`config.mk`:
```
export PLATFORM = sky130hd
export DESIGN_NAME = rom_streamer
export DESIGN_NICKNAME = d
export VERILOG_FILES = /design/src/rtl/rom_streamer.sv
export SDC_FILE = /design/constraint.sdc
export NUM_CORES = 1
export LEC_CHECK = 0
export CORE_MARGIN = 2
export CORE_UTILIZATION = 56
export DETAILED_ROUTE_END_ITERATION = 8
export PLACE_DENSITY = 0.85
export SYNTH_ARGS = -nofsm -noshare
export SYNTH_HDL_FRONTEND = slang
export SYNTH_SLANG_ARGS = --single-unit
```
`constraint.sdc`:
```
create_clock -name i_clk -period 7.9 [get_ports i_clk]
set_clock_uncertainty 0.2 [all_clocks]
set_input_delay 0.79 -clock i_clk [delete_from_list [all_inputs] [get_ports i_clk]]
set_output_delay 0.79 -clock i_clk [all_outputs]
set_load 0.005 [all_outputs]
```
`src/rtl/rom_streamer.sv`:
```
// Streams LENGTH bytes from a 1-cycle synchronous-read memory onto an ioctl-style
// download port, one write strobe per byte, honouring sink stalls and an abort.
module rom_streamer #(
    parameter int LENGTH = 'h16000,
    parameter int INDEX  = 0,
    parameter int GAP    = 2
) (
    input  logic        i_clk,
    input  logic        i_rst,
    input  logic        i_start,
    input  logic        i_abort,
    output logic [24:0] o_src_addr,
    input  logic [7:0]  i_src_data,
    output logic        o_ioctl_download,
    output logic [7:0]  o_ioctl_index,
    output logic [24:0] o_ioctl_addr,
    output logic [7:0]  o_ioctl_dout,
    output logic        o_ioctl_wr,
    input  logic        i_ioctl_wait,
    output logic        o_busy,
    output logic        o_done
);

    typedef enum logic [2:0] {IDLE, FETCH, LATCH, WRITE, GAPW, FINISH} state_t;

    localparam int              GW       = (GAP > 1) ? $clog2(GAP) : 1;
    localparam logic [GW-1:0]   GAP_LAST = GW'((GAP > 0) ? GAP - 1 : 0);
    localparam logic [24:0]     CNT_LAST = 25'(LENGTH - 1);

    state_t        r_state, w_state;
    logic [24:0]   r_cnt, w_cnt;
    logic [GW-1:0] r_gap, w_gap;
    logic [24:0]   r_src_addr, w_src_addr;
    logic [24:0]   r_addr, w_addr;
    logic [7:0]    r_dout, w_dout;
    logic          r_wr, w_wr;
    logic          r_download, w_download;
    logic          r_busy, w_busy;
    logic          r_done, w_done;
    logic [7:0]    r_index;
    logic          w_advance;

    // NOTE: every output is a register; this block only computes next values, and
    // each variable gets a default first so no latch is inferred.
    always_comb begin
        w_state    = r_state;
        w_cnt      = r_cnt;
        w_gap      = r_gap;
        w_src_addr = r_src_addr;
        w_addr     = r_addr;
        w_dout     = r_dout;
        w_wr       = 1'b0;
        w_download = r_download;
        w_busy     = r_busy;
        w_done     = 1'b0;
        w_advance  = 1'b0;

        case (r_state)
            IDLE: begin
                if (i_start && !i_abort) begin
                    w_state    = FETCH;
                    w_cnt      = '0;
                    w_src_addr = '0;
                    w_download = 1'b1;
                    w_busy     = 1'b1;
                end
            end
            FETCH: w_state = LATCH;
            LATCH: begin
                w_dout  = i_src_data;
                w_addr  = r_cnt;
                w_state = WRITE;
            end
            WRITE: begin
                if (!i_ioctl_wait) begin
                    w_wr  = 1'b1;
                    w_gap = '0;
                    if (GAP == 0) w_advance = 1'b1;
                    else          w_state   = GAPW;
                end
            end
            GAPW: begin
                if (r_gap == GAP_LAST) w_advance = 1'b1;
                else                   w_gap     = r_gap + GW'(1);
            end
            FINISH: begin
                w_download = 1'b0;
                w_busy     = 1'b0;
                w_state    = IDLE;
            end
            default: w_state = IDLE;
        endcase

        // End of a byte period: either the last byte is out or fetch the next one.
        if (w_advance) begin
            if (r_cnt == CNT_LAST) begin
                w_state = FINISH;
                w_done  = 1'b1;
            end else begin
                w_cnt      = r_cnt + 25'd1;
                w_src_addr = r_cnt + 25'd1;
                w_state    = FETCH;
            end
        end

        if (i_abort && r_state != IDLE) begin
            w_state    = IDLE;
            w_wr       = 1'b0;
            w_download = 1'b0;
            w_busy     = 1'b0;
            w_done     = 1'b0;
        end
    end

    // NOTE: state registers use non-blocking assignments only.
    always_ff @(posedge i_clk or posedge i_rst) begin
        if (i_rst) begin
            r_state    <= IDLE;
            r_cnt      <= '0;
            r_gap      <= '0;
            r_src_addr <= '0;
            r_addr     <= '0;
            r_dout     <= '0;
            r_wr       <= 1'b0;
            r_download <= 1'b0;
            r_busy     <= 1'b0;
            r_done     <= 1'b0;
            r_index    <= 8'(INDEX);
        end else begin
            r_state    <= w_state;
            r_cnt      <= w_cnt;
            r_gap      <= w_gap;
            r_src_addr <= w_src_addr;
            r_addr     <= w_addr;
            r_dout     <= w_dout;
            r_wr       <= w_wr;
            r_download <= w_download;
            r_busy     <= w_busy;
            r_done     <= w_done;
            r_index    <= 8'(INDEX);
        end
    end

    assign o_src_addr       = r_src_addr;
    assign o_ioctl_download = r_download;
    assign o_ioctl_index    = r_index;
    assign o_ioctl_addr     = r_addr;
    assign o_ioctl_dout     = r_dout;
    assign o_ioctl_wr       = r_wr;
    assign o_busy           = r_busy;
    assign o_done           = r_done;

endmodule

```
**Word level (Yosys, flattened, before mapping)**

Cells that the tools add are included.

- Register bits: 90
- Bits of input ports: 13
- Output and inout bits: 70
- Word-level logic and storage cells: 60

- $add $sub $neg: 2
- Equal/unequal tests: 11
- Mux-type cells: 28
- Reductions and logical operators: 10

Operators with widths:

| kind | count |
|---|---|
| 25-bit 2-to-1 mux | 8 |
| 25-bit by 1-bit adder with 25-bit output, second input constant | 1 |
| 25-bit by 17-bit == test with 1-bit output, second input constant | 1 |
| 3-bit 2-to-1 mux | 5 |
| 3-bit case mux with 5 select lines | 1 |
| 1-bit 2-to-1 mux | 12 |
| 4-bit != test, second input constant | 2 |
| 3-bit by 2-bit == test with 1-bit output, second input constant | 2 |
| 3-bit == test, second input constant | 2 |
| 3-bit != test, second input constant | 2 |
| 3-bit nonzero test | 2 |
| 1-bit case mux with 2 select lines | 2 |
| 2-bit AND reduction | 2 |
| 3-bit by 1-bit == test with 1-bit output, second input constant | 1 |
| 3-bit logical NOT | 1 |
| 3-bit AND reduction | 1 |
| 1-bit logical AND | 2 |
| 2-bit != test, second input constant | 1 |
| 2-bit nonzero test | 1 |
| 1-bit adder, second input constant | 1 |
| 1-bit logical NOT | 1 |

**Depth between registers and ports, before layout**

- Depth in word-level cells: 6
- Gate-level depth with buffers: 8
- Depth with buffers taken out: 6

**Least setup slack after synthesis**

Ideal clock, no wire load.

- Path type: reg-to-reg
- From: register r_cnt[0]
- To: register r_cnt[1]
- Setup time: 0.121 ns
- Arrival time: 1.878 ns
- Data required time: 7.579 ns
- Setup slack: 5.701 ns
- Cell stages (with the launch flop): 8
- Path buffers: 2
- Period minus slack after synthesis: 2.199 ns
- Path through: dfrtp_1 -> ha_1 -> nand3_1 -> nor4_4 -> a21oi_2 -> buf_4 -> buf_4 -> a22o_1

- Cells in the longest elaborated chain, start to end: 3
- Elaborated cells between the ends (all ways): 4
- Classes of those cells: add/sub: 1; eq/ne: 1; mux: 2

Ends and longest elaborated chain:

| what | RTL line | text |
|---|---|---|
| start, declared | 31 | `logic [24:0] r_cnt, w_cnt;` |
| start signal, assigned | 131 | `r_cnt <= w_cnt;` |
| 25-bit by 1-bit adder with 25-bit output or 25-bit by 17-bit == test with 1-bit output (tied branches) | 100, 96 |  |
| 25-bit 2-to-1 mux (*) | 96 | `if (r_cnt == CNT_LAST) begin` |
| 25-bit 2-to-1 mux (*) | 95 | `if (w_advance) begin` |
| via w_cnt[1] | 31 |  |

The timed path passes the listed nets; every way through them passes the cells marked *.
A chain may end at the register's enable or synchronous reset.

**Final worst setup path**

- From: register r_cnt[0]
- To: register r_src_addr[3] (netlist: o_src_addr[3])

- Cells in the longest elaborated chain, start to end: 3
- Elaborated cells between the ends (all ways): 4
- Classes of those cells: add/sub: 1; eq/ne: 1; mux: 2

Ends and longest elaborated chain:

| what | RTL line | text |
|---|---|---|
| 25-bit by 1-bit adder with 25-bit output or 25-bit by 17-bit == test with 1-bit output (tied branches) | 101, 96 |  |
| 25-bit 2-to-1 mux (*) | 96 |  |
| 25-bit 2-to-1 mux (*) | 95 |  |
| via w_src_addr[3] | 33 | `logic [24:0] r_src_addr, w_src_addr;` |
| end signal, assigned | 133 | `r_src_addr <= w_src_addr;` |
| end, declared | 33 |  |

Marks and branches as above.

==> metrics.cfg <==
[synth]
synth_cell_types=52
synth_cells=361
synth_edf_count=0
syn_area_um2=4280
synth_seq_area_share_pct=52.6
ys.warnings.count=0
async_reset_ff_share_pct=100
ys_ff_latch=90
syn_area_per_cell_um2=11.9
ys.flop_type=dfrtp_1

[cts]
cts.sinks=90
clk_latency_ns=0.35
postCtsResizedCells=0
cts_made_buffers=9
htreeDepth=3
clockBufferDepth=2
cts_root_buf=clkbuf_8
cts_setup_buffers=0
cts_tree=yes
cts_hold_buf=0
clk_pin_slew_ns=0.09

[critical_path]
cp_data_arrival_time_ns=3.20
endpoint_kind=flop
crit_buf_inv=1
crit_family=simple AND/OR/NAND/NOR gates
cp_slowest_cell=nor2_4
crit_type=reg -> reg
crit_required_ns=7.98
path_cells=ha_1, nand3_1, nor4_4, a21oi_4, buf_4, nor2_4, a22o_1
critPathMaxStageDelay_ns=0.58
worstPathMaxFanout=34
start_kind=flop

[timing]
min_period_ns=3.12
max_slew_margin_pct=26.3
worst_slack_ns=4.78
worst_pin_slew_ns=1.11
max_freq_mhz=321
slew_viol_final=0
finalSetupViolCount=0
rsz0062_at_grt=no
final.setup.tns_ns=0
whs_ns=0.310
finalHoldViolCount=0
post-route-period-util_pct=39.4

[floorplanning]
start_util_pct=58.4
die_x_um=91.5
die_area_um2=8360
ios=83
rows=31
die_height_um=91.5
core_um2=7330

[finish]
syn_to_final_growth_pct=21.3
diodes=0
nets=431
final_cells=521
drive_gt1_share_pct=15.6
utilization_pct=70.8

[place]
hpwlAfterDp_um=5990
io_buffers=74
gp_congestion=0.836
pre_cts_ws_ns=4.84
place_inst=505

[global_routing]
grt_usage_pct=22.9
grt_overflow=0
grt_max_degree=91
grt_pass1_wl_um=15400
grt_pass1_vias=3037
antenna_found_initial=0

[power_and_ir_drop]
p_leak_uw=0.00230
ir_drop_v=0.000128
p_per_area_nw_per_um2=246

[routing]
routedWlPerCell_um=17.4
vias_per_cell=5.97
vias=3112
first_iter_violations=276
routed_wl_um=9080
first_pass_iters=4
drc_errors=0
ant_nets=0

[flow_run]
cap_violations=0

[status]
status=finished clean

[worst_hold_path]
min_path_type=reg -> reg

[per-stage QoR]
stage,instance area [um^2],total power (uW)
global placement,4960,915
floorplan,4310,796
global route,5190,1340
CTS,5190,1280
detailed placement,4960,929
finish,5190,1280
[cells in the final DEF (no fill, tap or decap), types with 5 or more instances in the layout]
cell	synthesis	routed
xor2_1	8	8
mux2_2	33	33
nand3_1	13	13
nand2_1	19	19
clkbuf_8	0	11
o21ai_0	7	7
conb_1	1	8
a31oi_1	21	21
nor2_1	10	10
nand4_1	6	6
dfrtp_1	90	90
clkdlybuf4s50_1	0	74
nand2b_1	5	5
a21oi_1	9	9
a41oi_1	5	5
a22o_1	25	25
xnor2_1	15	15
and3_1	9	9
[synthesized netlist by cell type, types with 6 or more instances]
library cell	number	area share, %
xor2_1	8	1.6
a31oi_1	21	3.1
nand4_1	6	0.88
a22o_1	25	5.1
a21oi_1	9	1.1
dfrtp_1	90	53
buf_4	18	3.2
o21ai_0	7	0.82
nor2_1	10	0.88
and3_1	9	1.3
nand2_1	19	1.7
nand3_1	13	1.5
mux2_2	33	8.7
xnor2_1	15	3.1
buf_2	12	1.4
[final cells by class]
type / count / area (um^2)
flip-flops and latches: 90 / 2250
fillers: 505 / 2140
multi-input cells: 237 / 1820
repair buffers: 77 / 763
clock buffers: 12 / 155
well taps: 99 / 124
clock inverters: 4 / 73.8
inverters: 2 / 8.76
[flip-flops by register name, summed over array words and instances, names as in the netlist]
signal	cells
o_busy	1
o_done	1
o_ioctl_addr	25
o_ioctl_dout	8
o_ioctl_wr	1
o_src_addr	25
r_cnt	25
r_gap	1
r_state	3
[metal layers]
layer / GRT usage (%) / part of all wire (%)
met5: 0 / 0
met3: 3.40 / 5.1
met1: 32.5 / 45
met2: 36.0 / 48
met4: 8.21 / 2.0
[worst register-to-register path, delay by kind of cell, from the launching register on]
family,cells,cell delay [ns]
AO/OA/AOI/OAI,2,0.50
AND/OR/NAND/NOR,3,1.25
adder cells (fa/ha/maj),1,0.29
flip-flops,1,0.51
buffers and inverters,1,0.31
[final timing paths]
kind	from	to	slack [ns]	depth (start not counted)
min in group asynchronous	i_rst	o_src_addr[24]$_DFF_PP0_	0.89	3
hold reg to reg	o_ioctl_addr[5]$_DFFE_PP0N_	o_ioctl_addr[5]$_DFFE_PP0N_	0.31	1
max in group asynchronous	i_rst	o_src_addr[4]$_DFF_PP0_	5.85	3
hold / removal	o_ioctl_addr[5]$_DFFE_PP0N_	o_ioctl_addr[5]$_DFFE_PP0N_	0.31	1
setup reg to reg	r_cnt[0]$_DFF_PP0_	o_src_addr[3]$_DFF_PP0_	4.78	7
setup / recovery	r_cnt[0]$_DFF_PP0_	o_src_addr[3]$_DFF_PP0_	4.78	7
[cells by family (layout without fill, tap and decap cells)]
family	after synthesis	after routing	synth area share [%]
DFF	90	90	52.6
and+or+nand+nor	89	89	13.6
AOI/OAI and AO/OA	83	83	14.1
buffers and inverters	41	95	5.93
muxes	33	33	8.68
xor gates and xnor gates	23	23	4.70
adders and majority gates	1	1	0.292
other	1	8	0.0876
[where the power goes]
part           switching, uW  internal, uW
clock                    159           196
combinational            100           176
sequential               106           541
total                    364           912
No activity file was read; power rests on OpenSTA's default activity.
